$ cat config.mk
export PLATFORM = sky130hd
export DESIGN_NAME = bft_inject_arbiter_flat
export DESIGN_NICKNAME = d
export VERILOG_FILES = /design/src/rtl/bft_inject_arbiter_if.sv /design/src/rtl/bft_inject_arbiter.sv /design/src/flat_wrapper.sv
export SDC_FILE = /design/constraint.sdc
export NUM_CORES = 1
export LEC_CHECK = 0
export BUFFER_PORTS_ARGS = -buffer_cell sky130_fd_sc_hd__buf_2
export CELL_PAD_IN_SITES_DETAIL_PLACEMENT = 0
export CELL_PAD_IN_SITES_GLOBAL_PLACEMENT = 1
export CORE_ASPECT_RATIO = 0.9
export CORE_MARGIN = 4
export CORE_UTILIZATION = 33
export CTS_CLUSTER_SIZE = 28
export DETAILED_ROUTE_END_ITERATION = 6
export MAX_ROUTING_LAYER = met4
export PLACE_DENSITY = 0.86
export SETUP_SLACK_MARGIN = 0.4
export SYNTH_ARGS = -nofsm -noshare
export SYNTH_HDL_FRONTEND = slang
export SYNTH_SLANG_ARGS = --single-unit
$ cat constraint.sdc
create_clock -name clk -period 3.04 [get_ports clk]
set_clock_uncertainty 0.05 [all_clocks]
set_input_delay 0.76 -clock clk [delete_from_list [all_inputs] [get_ports clk]]
set_output_delay 0.76 -clock clk [all_outputs]
set_load 0.05 [all_outputs]
$ cat src/rtl/bft_inject_arbiter_if.sv
// Injection-side bundle between NUM_REQ PE requesters, the arbiter and one
// BFT leaf interface port.
//
// Handshake: requester i offers a packet by raising req_valid[i] with
// req_data/req_last stable; the packet is taken on the rising clk edge where
// req_valid[i] & req_ready[i] are both high.  req_ready never depends on
// req_valid.  The leaf side sees a write whenever pe_interface MSB is 1, and
// raises resend while its FIFO is full, which blocks every write.
interface bft_inject_arbiter_if #(
    parameter int NUM_REQ    = 4,
    parameter int num_leaves = 2,
    parameter int payload_sz = 1
);
    localparam int DW   = $clog2(num_leaves) + payload_sz;
    localparam int P_SZ = DW + 1;
    localparam int GW   = $clog2(NUM_REQ);

    logic [NUM_REQ-1:0]    req_valid;
    logic [NUM_REQ-1:0]    req_last;
    logic [NUM_REQ*DW-1:0] req_data;
    logic [NUM_REQ-1:0]    req_ready;
    logic [P_SZ-1:0]       pe_interface;
    logic                  resend;
    logic [GW-1:0]         grant_id;
    logic                  busy;

    // Requesters plus leaf FIFO status, as seen from outside the arbiter.
    modport master (
        output req_valid, req_last, req_data, resend,
        input  req_ready, pe_interface, grant_id, busy
    );

    // The arbiter itself.
    modport slave (
        input  req_valid, req_last, req_data, resend,
        output req_ready, pe_interface, grant_id, busy
    );
endinterface

$ cat src/rtl/bft_inject_arbiter.sv
// Round-robin injection arbiter: shares one BFT leaf injection port among
// NUM_REQ requesters, granting bursts of up to MAX_BURST packets and
// prepending the valid bit.  No write is issued while resend is high.
module bft_inject_arbiter #(
    parameter int num_leaves = 2,
    parameter int payload_sz = 1,
    parameter int NUM_REQ    = 4,
    parameter int MAX_BURST  = 4
) (
    input  logic                      clk,
    input  logic                      rst_n,
    bft_inject_arbiter_if.slave       bus
);
    localparam int DW   = $clog2(num_leaves) + payload_sz;
    localparam int p_sz = DW + 1;
    localparam int GW   = $clog2(NUM_REQ);
    localparam int BW   = (MAX_BURST > 1) ? $clog2(MAX_BURST) : 1;
    localparam logic [BW-1:0] BEAT_MAX = BW'(MAX_BURST - 1);
    localparam logic [GW-1:0] RR_RST   = GW'(NUM_REQ - 1);

    localparam logic [0:0] ST_IDLE  = 1'b0;
    localparam logic [0:0] ST_GRANT = 1'b1;

    logic [0:0]         state;
    logic [GW-1:0]      gnt;
    logic [GW-1:0]      rr_ptr;
    logic [BW-1:0]      beat_cnt;

    logic               sel_valid;
    logic               sel_last;
    logic [DW-1:0]      sel_data;
    logic               xfer;
    logic               release_now;
    logic [NUM_REQ-1:0] cand;
    logic [GW-1:0]      base;
    logic [GW-1:0]      idx;
    logic [GW-1:0]      pick;
    logic               pick_found;

    // Select the current grant holder's valid/last/data.
    always_comb begin
        sel_valid = 1'b0;
        sel_last  = 1'b0;
        sel_data  = '0;
        for (int i = 0; i < NUM_REQ; i++) begin
            if (gnt == GW'(i)) begin
                sel_valid = bus.req_valid[i];
                sel_last  = bus.req_last[i];
                sel_data  = bus.req_data[i*DW +: DW];
            end
        end
    end

    // Transfer, release decision and leaf-side outputs.
    always_comb begin
        xfer        = (state == ST_GRANT) && sel_valid && !bus.resend;
        release_now = !sel_valid || (xfer && (sel_last || beat_cnt == BEAT_MAX));
        bus.pe_interface = xfer ? {1'b1, sel_data} : '0;
        bus.grant_id     = gnt;
        // busy is the state register itself, so it doubles as FSM visibility.
        bus.busy         = (state == ST_GRANT);
        bus.req_ready    = '0;
        for (int i = 0; i < NUM_REQ; i++) begin
            bus.req_ready[i] = (state == ST_GRANT) && (gnt == GW'(i)) && !bus.resend;
        end
    end

    // Round-robin pick: search upward from rr_ptr; while granted, the current
    // holder is excluded so a release always moves on to someone else.
    always_comb begin
        cand = bus.req_valid;
        base = rr_ptr;
        if (state == ST_GRANT) begin
            base = gnt;
            for (int i = 0; i < NUM_REQ; i++) begin
                if (gnt == GW'(i)) cand[i] = 1'b0;
            end
        end
        idx        = '0;
        pick       = '0;
        pick_found = 1'b0;
        for (int k = 1; k <= NUM_REQ; k++) begin
            idx = GW'((int'(base) + k) % NUM_REQ);
            if (!pick_found && cand[idx]) begin
                pick       = idx;
                pick_found = 1'b1;
            end
        end
    end

    // Grant FSM: IDLE arbitrates with one cycle latency; GRANT holds under
    // resend, counts beats, and hands over without a bubble when possible.
    always_ff @(posedge clk) begin
        if (!rst_n) begin
            state    <= ST_IDLE;
            gnt      <= '0;
            rr_ptr   <= RR_RST;
            beat_cnt <= '0;
        end else begin
            case (state)
                ST_IDLE: begin
                    if (|bus.req_valid) begin
                        state    <= ST_GRANT;
                        gnt      <= pick;
                        rr_ptr   <= pick;
                        beat_cnt <= '0;
                    end
                end
                default: begin
                    if (release_now) begin
                        if (pick_found) begin
                            gnt      <= pick;
                            rr_ptr   <= pick;
                            beat_cnt <= '0;
                        end else begin
                            state <= ST_IDLE;
                        end
                    end else if (xfer) begin
                        beat_cnt <= beat_cnt + 1'b1;
                    end
                end
            endcase
        end
    end
endmodule

$ cat src/flat_wrapper.sv
// flat-port wrapper written by rule: the top's interface ports become plain ports
module bft_inject_arbiter_flat 
#(
    parameter int num_leaves = 2,
    parameter int payload_sz = 1,
    parameter int NUM_REQ    = 4,
    parameter int MAX_BURST  = 4
)
  (clk, rst_n, bus_req_valid, bus_req_last, bus_req_data, bus_resend, bus_req_ready, bus_pe_interface, bus_grant_id, bus_busy);
  bft_inject_arbiter_if #(.NUM_REQ(NUM_REQ), .num_leaves(num_leaves), .payload_sz(payload_sz)) bus_i ();
  input  logic clk;
  input  logic rst_n;
  input wire logic [$bits(bus_i.req_valid)-1:0] bus_req_valid;
  input wire logic [$bits(bus_i.req_last)-1:0] bus_req_last;
  input wire logic [$bits(bus_i.req_data)-1:0] bus_req_data;
  input wire logic [$bits(bus_i.resend)-1:0] bus_resend;
  output wire logic [$bits(bus_i.req_ready)-1:0] bus_req_ready;
  output wire logic [$bits(bus_i.pe_interface)-1:0] bus_pe_interface;
  output wire logic [$bits(bus_i.grant_id)-1:0] bus_grant_id;
  output wire logic [$bits(bus_i.busy)-1:0] bus_busy;
  assign bus_i.req_valid = bus_req_valid;
  assign bus_i.req_last = bus_req_last;
  assign bus_i.req_data = bus_req_data;
  assign bus_i.resend = bus_resend;
  assign bus_req_ready = bus_i.req_ready;
  assign bus_pe_interface = bus_i.pe_interface;
  assign bus_grant_id = bus_i.grant_id;
  assign bus_busy = bus_i.busy;
  bft_inject_arbiter #(.num_leaves(num_leaves), .payload_sz(payload_sz), .NUM_REQ(NUM_REQ), .MAX_BURST(MAX_BURST)) u_core (.clk(clk), .rst_n(rst_n), .bus(bus_i));
endmodule
== Word level (Yosys, flattened, before mapping) ==
Cells that the tools add are included.
Storage, ports and cells
  bits in registers: 7
  input port bits: 19
  word-level logic and storage cells: 95
Operators by class
  reduce and logical (&&, ||, !) cells: 26
  $add $sub $neg: 5
  order comparisons: 4
  eq/ne operators: 8
  mux-type cells: 48
Operator list (count)
  $mux 2: 18
  $mux 1: 24
  $logic_and 1x1->1: 14
  $lt 2x3->1 const B: 4
  $bmux 1 s2: 4
  $add 2x1->2 const B: 3
  $eq 2x2->1 const B: 3
  $ne 3x3->1 const B: 2
  $reduce_and 3->1: 2
  $logic_not 1->1: 5
  $add 2x2->2 const B: 2
  $mux 4: 1
  $ne 2x2->1 const B: 2
  $reduce_or 4->1: 1
  $mux 3: 1
  $eq 2x1->1 const B: 1
  $logic_not 2->1: 1
  $logic_or 1x1->1: 2
  $reduce_bool 2->1: 1

== Logic depth before layout (Yosys ltp) ==
Gate-level depths: netlist of run 1.
  word-level depth: 18
  gate-level depth with buffers: 6
  gate-level depth less buffers: 5

== Worst setup path before layout of run 1 ==
No wires, ideal clock.
  path type: register -> output
  start: register u_core.state (netlist: u_core.bus.busy)
  end: output port bus_req_ready[0]
  path slack: 69 ps
  data required time: 2230 ps
  arrival time: 2161 ps
  stages on the path, launching flop included: 4
  cells stage by stage: dfxtp_1 > clkbuf_1 > nand2b_1 > nor3_1
Between the ends
  longest elaborated chain between the ends: 2
Ends and longest elaborated chain
  start, declared: RTL line bft_inject_arbiter.sv:24  | logic [0:0] state;
  start signal, assigned: RTL line bft_inject_arbiter.sv:95  | state <= ST_IDLE;
  start signal, assigned: RTL line bft_inject_arbiter.sv:103  | state <= ST_GRANT;
  start signal, assigned: RTL line bft_inject_arbiter.sv:116  | state <= ST_IDLE;
  $logic_and 1x1->1 (2 in series): RTL line bft_inject_arbiter.sv:64  | bus.req_ready[i] = (state == ST_GRANT) && (gnt == GW'(i)) && !bus.resend;
  end, declared: RTL line flat_wrapper.sv:17  | output wire logic [$bits(bus_i.req_ready)-1:0] bus_req_ready;
No other way between the ends.

== Final worst setup path of run 1 ==
  start: input port bus_req_valid[3]
  end: output port bus_pe_interface[1]
Between the ends
  longest elaborated chain between the ends: 4
Ends and longest elaborated chain
  start, declared: RTL line flat_wrapper.sv:13  | input wire logic [$bits(bus_i.req_valid)-1:0] bus_req_valid;
  $mux 1: RTL line bft_inject_arbiter.sv:46  | if (gnt == GW'(i)) begin
  $logic_and 1x1->1 (2 in series): RTL line bft_inject_arbiter.sv:56  | xfer = (state == ST_GRANT) && sel_valid && !bus.resend;
  $mux 3: RTL line bft_inject_arbiter.sv:58  | bus.pe_interface = xfer ? {1'b1, sel_data} : '0;
  end, declared: RTL line flat_wrapper.sv:18  | output wire logic [$bits(bus_i.pe_interface)-1:0] bus_pe_interface;
No other way between the ends.

==> impl_metrics.toml, run 1 <==
[setup_path]
critPathBufInv = 2
crit_path_cell_trace = "buf_2, mux4_2, and3_1, buf_2"
cp-start-kind = "input port"
critPathSlowestCell = "mux4_2"
reg2reg_to = "u_core.rr_ptr[1]$_SDFFE_PN1P_"
timing.rr.start = "u_core.bus.busy$_SDFF_PN0_"
cp_max_fo = 7
critical-path-top-delay-family = "multiplexers"
cpMostUsedCell = "buf_2"
critPathMaxStageDelay_ns = 0.51
required_ns = 2.23
arrival_ns = 1.77
worst-r2r-cell-count = 5
r2r_setup_slack_ns = 0.84
criticalPathCategory = "input port to primary output"
endpoint_kind = "primary output"

[floorplanning]
die-width_um = 58.4
die_area_sq_mm = 0.00312
dieHeight_um = 53.4
coreArea_sq_mm = 0.00218
ios = 29
start_util = 0.346
row_count = 16

[finish]
n_antenna_cell = 0
nNetsFinal = 146
finish.utilization = 0.438
drive_gt1_frac = 0.352
syn_to_final_growth_pct = 26.5

[drt]
wl_mm = 2.02
drcViolationCount = 0
antenna_left = 0
drt_iter0_drc = 47
wl_per_cell_um = 13.3
vias = 851
dr.pass1.iters = 4
viasPerCell = 5.60

[clock_network]
cts_max_level = 1
clk_path_buf_depth = 2
holdBufCountCts = 0
cts_tree = "yes"
cts_buffers = 3
insertion_delay_ns = 0.25
path_clk_slew_ns = 0.05
cts.sinks = 7
cts_root_buf = "clkbuf_4"

[worst_hold_path]
holdPathEnd = "u_core.beat_cnt[0]$_SDFFE_PN0P_"
hp-class = "register to register"
min_path_cells = 2
min_from = "u_core.beat_cnt[0]$_SDFFE_PN0P_"

[timing]
drv_slew = 0
hold_ws_ns = 0.454
rsz0062_at_grt = "false"
setup_tns_ns = 0
final-setup-viol-count = 0
period_needed_ns = 2.58
max_freq_mhz = 387
period_share = 0.850
relSlewSlack = 0.688
tightest_slew_ns = 0.469
hold_violations = 0

[synthesis]
synthesis.nets = 117
synthTopCellsByArea = "dfxtp_1, mux4_2, mux2i_1"
synth_edf_count = 0
syn_avg_cell_area_sq_um = 7.78
ys_types = 36
synthArstFlopShare = 0
synth_flop_cell = "dfxtp_1"
yosysWarningCount = 0
netlist_instances = 97
yosys.area.top_type = "dfxtp_1"
yosysMostFrequentCell = "nor2_1"
ys_seq_area_frac = 0.186
synth_commonest_cells = "nor2_1, dfxtp_1, nand2_1"
synth_top_area_frac = 0.186
syn_area_sq_um = 754
ys_ff_latch = 7

[placed_design]
dp_hpwl_mm = 1.60
gp_congestion = 0.939
port_buffers = 28

[power]
power_density_mw_per_mm2 = 702
finalPower_mw = 0.671
p_leak_nw = 0.442
ir_drop_mv = 0.470

[run_status]
status = "complete, no violations"

[global_route]
antenna_found_initial = 0
grt_pass1_wl_mm = 3.24
grt_pass1_vias = 752
grt_usage = 0.138
grt_max_degree = 18
grt_overflow_total = 0

[run]
maxCapViolations = 0
[what timing repair did]
action | in CTS | in global routing
endpoints found under the hold margin | 0 | 0
resized for setup | 0 | 3
setup endpoints to repair | 0 | 5
buffers inserted | 0 | 1
[routing by layer]
layer  vias up  GRT usage  wire length, um
met2        39      0.240              987
met1       390      0.157              818
met3         0     0.0488              215
li1        422          -                -
met5         -          -                0
met4         0     0.0193                0
[how the worst max path moves through the flow]
stage,startpoint,to,cells after the start
after floorplan,u_core.bus.busy$_SDFF_PN0_,bus_req_ready[2],4
after global placement,bus_req_valid[1],bus_pe_interface[1],4
after detailed placement,bus_req_valid[1],bus_pe_interface[0],4
after CTS,u_core.bus.grant_id[1]$_SDFFE_PN0P_,bus_pe_interface[0],3
after global routing,bus_req_valid[1],bus_pe_interface[0],4
final,bus_req_valid[3],bus_pe_interface[1],4
[registers in the layout, summed over array words and instances, names as in the netlist]
name,count
u_core.bus.busy,1
u_core.bus.grant_id,2
u_core.beat_cnt,2
u_core.rr_ptr,2
[through the flow]
step / cell area [sq um] / setup slack [ns] / cells
finish: 955 / 0.456 / 152
global route: 955 / 0.412 / 152
CTS: 942 / 0.425 / 151
detailed placement: 916 / 0.433 / 147
global placement: 916 / 0.439 / 147
floorplan: 766 / 0.414 / 97
[layout by cell type, fill, tap and decap left out, types with 2 or more instances in the layout]
cell,n
a21oi_1,5
a311oi_1,2
and3_1,3
buf_2,28
clkbuf_4,3
dfxtp_1,4
dfxtp_2,2
inv_1,5
mux2i_1,6
mux4_2,4
nand2_1,7
nand2b_1,4
nor2_1,6
nor2_2,2
nor2b_1,5
nor3_1,3
o21a_1,2
o21ai_0,6
o21bai_1,2
o22ai_1,4
or4_1,2
[where the power goes]
part	total, mW	leakage, nW	internal [mW]	switching [mW]
Clock	0.0828	0.0150	0.0500	0.0328
Sequential	0.191	0.0589	0.121	0.0694
Combinational	0.397	0.368	0.172	0.225
Total	0.671	0.442	0.343	0.327
[worst min-delay path: cells and delay by family (launching register included)]
family | cells | cell delay [ns]
AOI/OAI and AO/OA | 2 | 0.14
DFF | 1 | 0.31
[cell type report]
class                           instances  area, sq um
Inverter                                5         18.8
Fill cell                             224         1230
Tap cell                               27         33.8
Multi-Input combinational cell         80          582
Timing Repair Buffer                   29          148
Sequential cell                         7          146
Clock buffer                            4         26.3
[cells by family after synthesis]
| group | share of synthesized area |
|---|---|
| muxes | 0.214 |
| and+or+nand+nor | 0.260 |
| buffers and inverters | 0.0564 |
| AOI/OAI and AO/OA | 0.267 |
| DFF | 0.186 |
| adders and majority gates | 0.0166 |
Note: power is estimated with default switching activity, not from simulation.
==> inputs of run 2 (changes only) <==
--- a/config.mk
+++ b/config.mk
@@ -5,6 +5,7 @@
 export SDC_FILE = /design/constraint.sdc
 export NUM_CORES = 1
 export LEC_CHECK = 0
+export ABC_AREA = 1
 export BUFFER_PORTS_ARGS = -buffer_cell sky130_fd_sc_hd__buf_2
 export CELL_PAD_IN_SITES_DETAIL_PLACEMENT = 0
 export CELL_PAD_IN_SITES_GLOBAL_PLACEMENT = 1
@@ -14,7 +15,7 @@
 export CTS_CLUSTER_SIZE = 28
 export DETAILED_ROUTE_END_ITERATION = 6
 export MAX_ROUTING_LAYER = met4
-export PLACE_DENSITY = 0.86
+export PLACE_DENSITY = 0.87
 export SETUP_SLACK_MARGIN = 0.4
 export SYNTH_ARGS = -nofsm -noshare
 export SYNTH_HDL_FRONTEND = slang
==> constraint.sdc (replaced) <==
create_clock -name clk -period 2.4 [get_ports clk]
set_clock_uncertainty 0.05 [all_clocks]
set_input_delay 0.6 -clock clk [delete_from_list [all_inputs] [get_ports clk]]
set_output_delay 0.6 -clock clk [all_outputs]
set_load 0.05 [all_outputs]
==> run 2 against run 1 <==
Against the previous run: setup slack lost 0.24 ns; largest power group unchanged; synthesized cell count increased by 67%; highest routed layer unchanged; largest cell class unchanged; count of clock-buffer cells in the layout is the same; critical path type is now register to primary output.
==> impl_metrics.toml, run 2 <==
[run_status]
status = "complete, no violations"

[clock_network]
path_clk_slew_ns = 0.05
cts_buffers = 3
insertion_delay_ns = 0.25
cts_max_level = 1
cts.sinks = 7
cts_root_buf = "clkbuf_4"
clk_path_buf_depth = 2
cts_tree = "yes"
holdBufCountCts = 0

[finish]
nNetsFinal = 223
syn_to_final_growth_pct = 42.5
layout_common_cells = "nand2_1, buf_2, nand2_2, inv_1, buf_4"
final_common_cell = "nand2_1"
final-instance-count-excl-fill = 242
final_cell_area_sq_mm = 0.00135
drive_gt1_frac = 0.446
n_antenna_cell = 0
finish.utilization = 0.492

[synthesis]
synth_commonest_cells = "nand2_1, nor2_1, inv_1"
synthTopCellsByArea = "nand2_1, dfxtp_1, nand2_2"
synthArstFlopShare = 0
ys_seq_area_frac = 0.148
ys_ff_latch = 7
syn_avg_cell_area_sq_um = 5.85
yosysMostFrequentCell = "nand2_1"
synth_flop_cell = "dfxtp_1"
ys_types = 29
syn_area_sq_um = 948
yosysWarningCount = 0
synthesis.nets = 182
synth_edf_count = 0
synth_top_area_frac = 0.218
yosys.area.top_type = "nand2_1"
netlist_instances = 162

[floorplanning]
start_util = 0.345
die-width_um = 64.5
die_area_sq_mm = 0.00380
row_count = 18
coreArea_sq_mm = 0.00275
dieHeight_um = 58.9
ios = 29

[placed_design]
port_buffers = 28
dp_cells = 227
dp_hpwl_mm = 2.03
place_area_sq_mm = 0.00118
gp_congestion = 0.829

[drt]
antenna_left = 0
wl_per_cell_um = 10.7
vias = 1132
dr.pass1.iters = 4
drcViolationCount = 0
wl_mm = 2.59
viasPerCell = 4.68
drt_iter0_drc = 57

[run]
maxCapViolations = 0

[power]
clockPowerShare = 0.070
combPwrFrac = 0.786
p_seq_frac = 0.144
ir_drop_mv = 0.527
internal_power_mw = 0.660
swShare = 0.575
p_leak_nw = 0.679
power_density_mw_per_mm2 = 1150
power.switching_mw = 0.893

[timing]
tightest_slew_ns = 0.347
relSlewSlack = 0.766
setup_tns_ns = 0
drv_slew = 0
period_share = 0.909
rsz0062_at_grt = "true"
final-setup-viol-count = 0
period_needed_ns = 2.18
hold_ws_ns = 0.463
max_freq_mhz = 458
hold_violations = 0

[setup_path]
criticalPathCategory = "register to primary output"
cp-start-kind = "register"
required_ns = 1.75
r2r_setup_slack_ns = 0.54
endpoint_kind = "primary output"
arrival_ns = 1.53
cp_max_fo = 6

[global_route]
grt_pass1_vias = 1020
antenna_found_initial = 0
grt_max_degree = 13
grt_pass1_wl_mm = 4.37
grt_overflow_total = 0
grt_usage = 0.146

[worst_hold_path]
hp-class = "register to register"
## run 2: through the flow
step | total power, mW | worst slack, ns
floorplan | 1.15 | 0.230
global placement | 1.28 | 0.0611
detailed placement | 1.30 | 0.0496
CTS | 1.50 | 0.229
global route | 1.70 | 0.0914
finish | 1.55 | 0.219
## run 2: routing by layer
metal / global-route usage / vias up / part of all wire
met5: - / - / 0
li1: - / 599 / -
met4: 0.0271 / 0 / 0
met1: 0.181 / 494 / 0.45
met2: 0.244 / 39 / 0.48
met3: 0.0363 / 0 / 0.069
## run 2: power by group through the flow
stage | clock network [mW] | registers [mW] | logic (mW)
2_1_floorplan | 0 | 0.256 | 0.893
3_3_place_gp | 0 | 0.265 | 1.02
3_5_place_dp | 0 | 0.268 | 1.04
4_1_cts | 0.113 | 0.231 | 1.16
5_1_grt | 0.121 | 0.231 | 1.35
6_report | 0.108 | 0.224 | 1.22
## run 2: final cells by class
type                    instances  area [sq um]
flip-flops and latches          7           151
inverters                      19          83.8
multi-input cells             132           778
clock buffers                   4          26.3
well taps                      40          50.0
repair buffers                 40           262
fillers                       293          1400
## run 2: repair_timing
item                                    in CTS  in global routing
gates resized for setup                      7                 13
endpoints found under the setup margin      11                 10
setup buffers                                7                  4
pin swaps                                    3                  6
## run 2: worst max-delay path, cell delays in order (launching register included)
cell and delay (ns):
dfxtp_4 0.40, nor2_4 0.05, nand2_1 0.05, o21ai_1 0.05, nor2_1 0.13, nor2_2 0.06
nor3_2 0.15, inv_2 0.09, a21oi_4 0.12, buf_6 0.17
## run 2: path summary, 6_finish.rpt
| path | startpoint | end | cells past startpoint |
|---|---|---|---|
| setup / recovery | u_core.bus.grant_id[0]$_SDFFE_PN0P_ | bus_pe_interface[0] | 9 |
| hold / removal | u_core.rr_ptr[0]$_SDFFE_PN1P_ | u_core.rr_ptr[0]$_SDFFE_PN1P_ | 2 |
| setup reg to reg | u_core.bus.grant_id[0]$_SDFFE_PN0P_ | u_core.beat_cnt[1]$_SDFFE_PN0P_ | 15 |
| hold reg to reg | u_core.rr_ptr[0]$_SDFFE_PN1P_ | u_core.rr_ptr[0]$_SDFFE_PN1P_ | 2 |
## run 2: cells by family after synthesis
family / after synthesis / synth area share
buffers and inverters: 23 / 0.123
and+or+nand+nor: 108 / 0.566
AOI/OAI and AO/OA: 23 / 0.150
DFF: 7 / 0.148
adders and majority gates: 1 / 0.0132
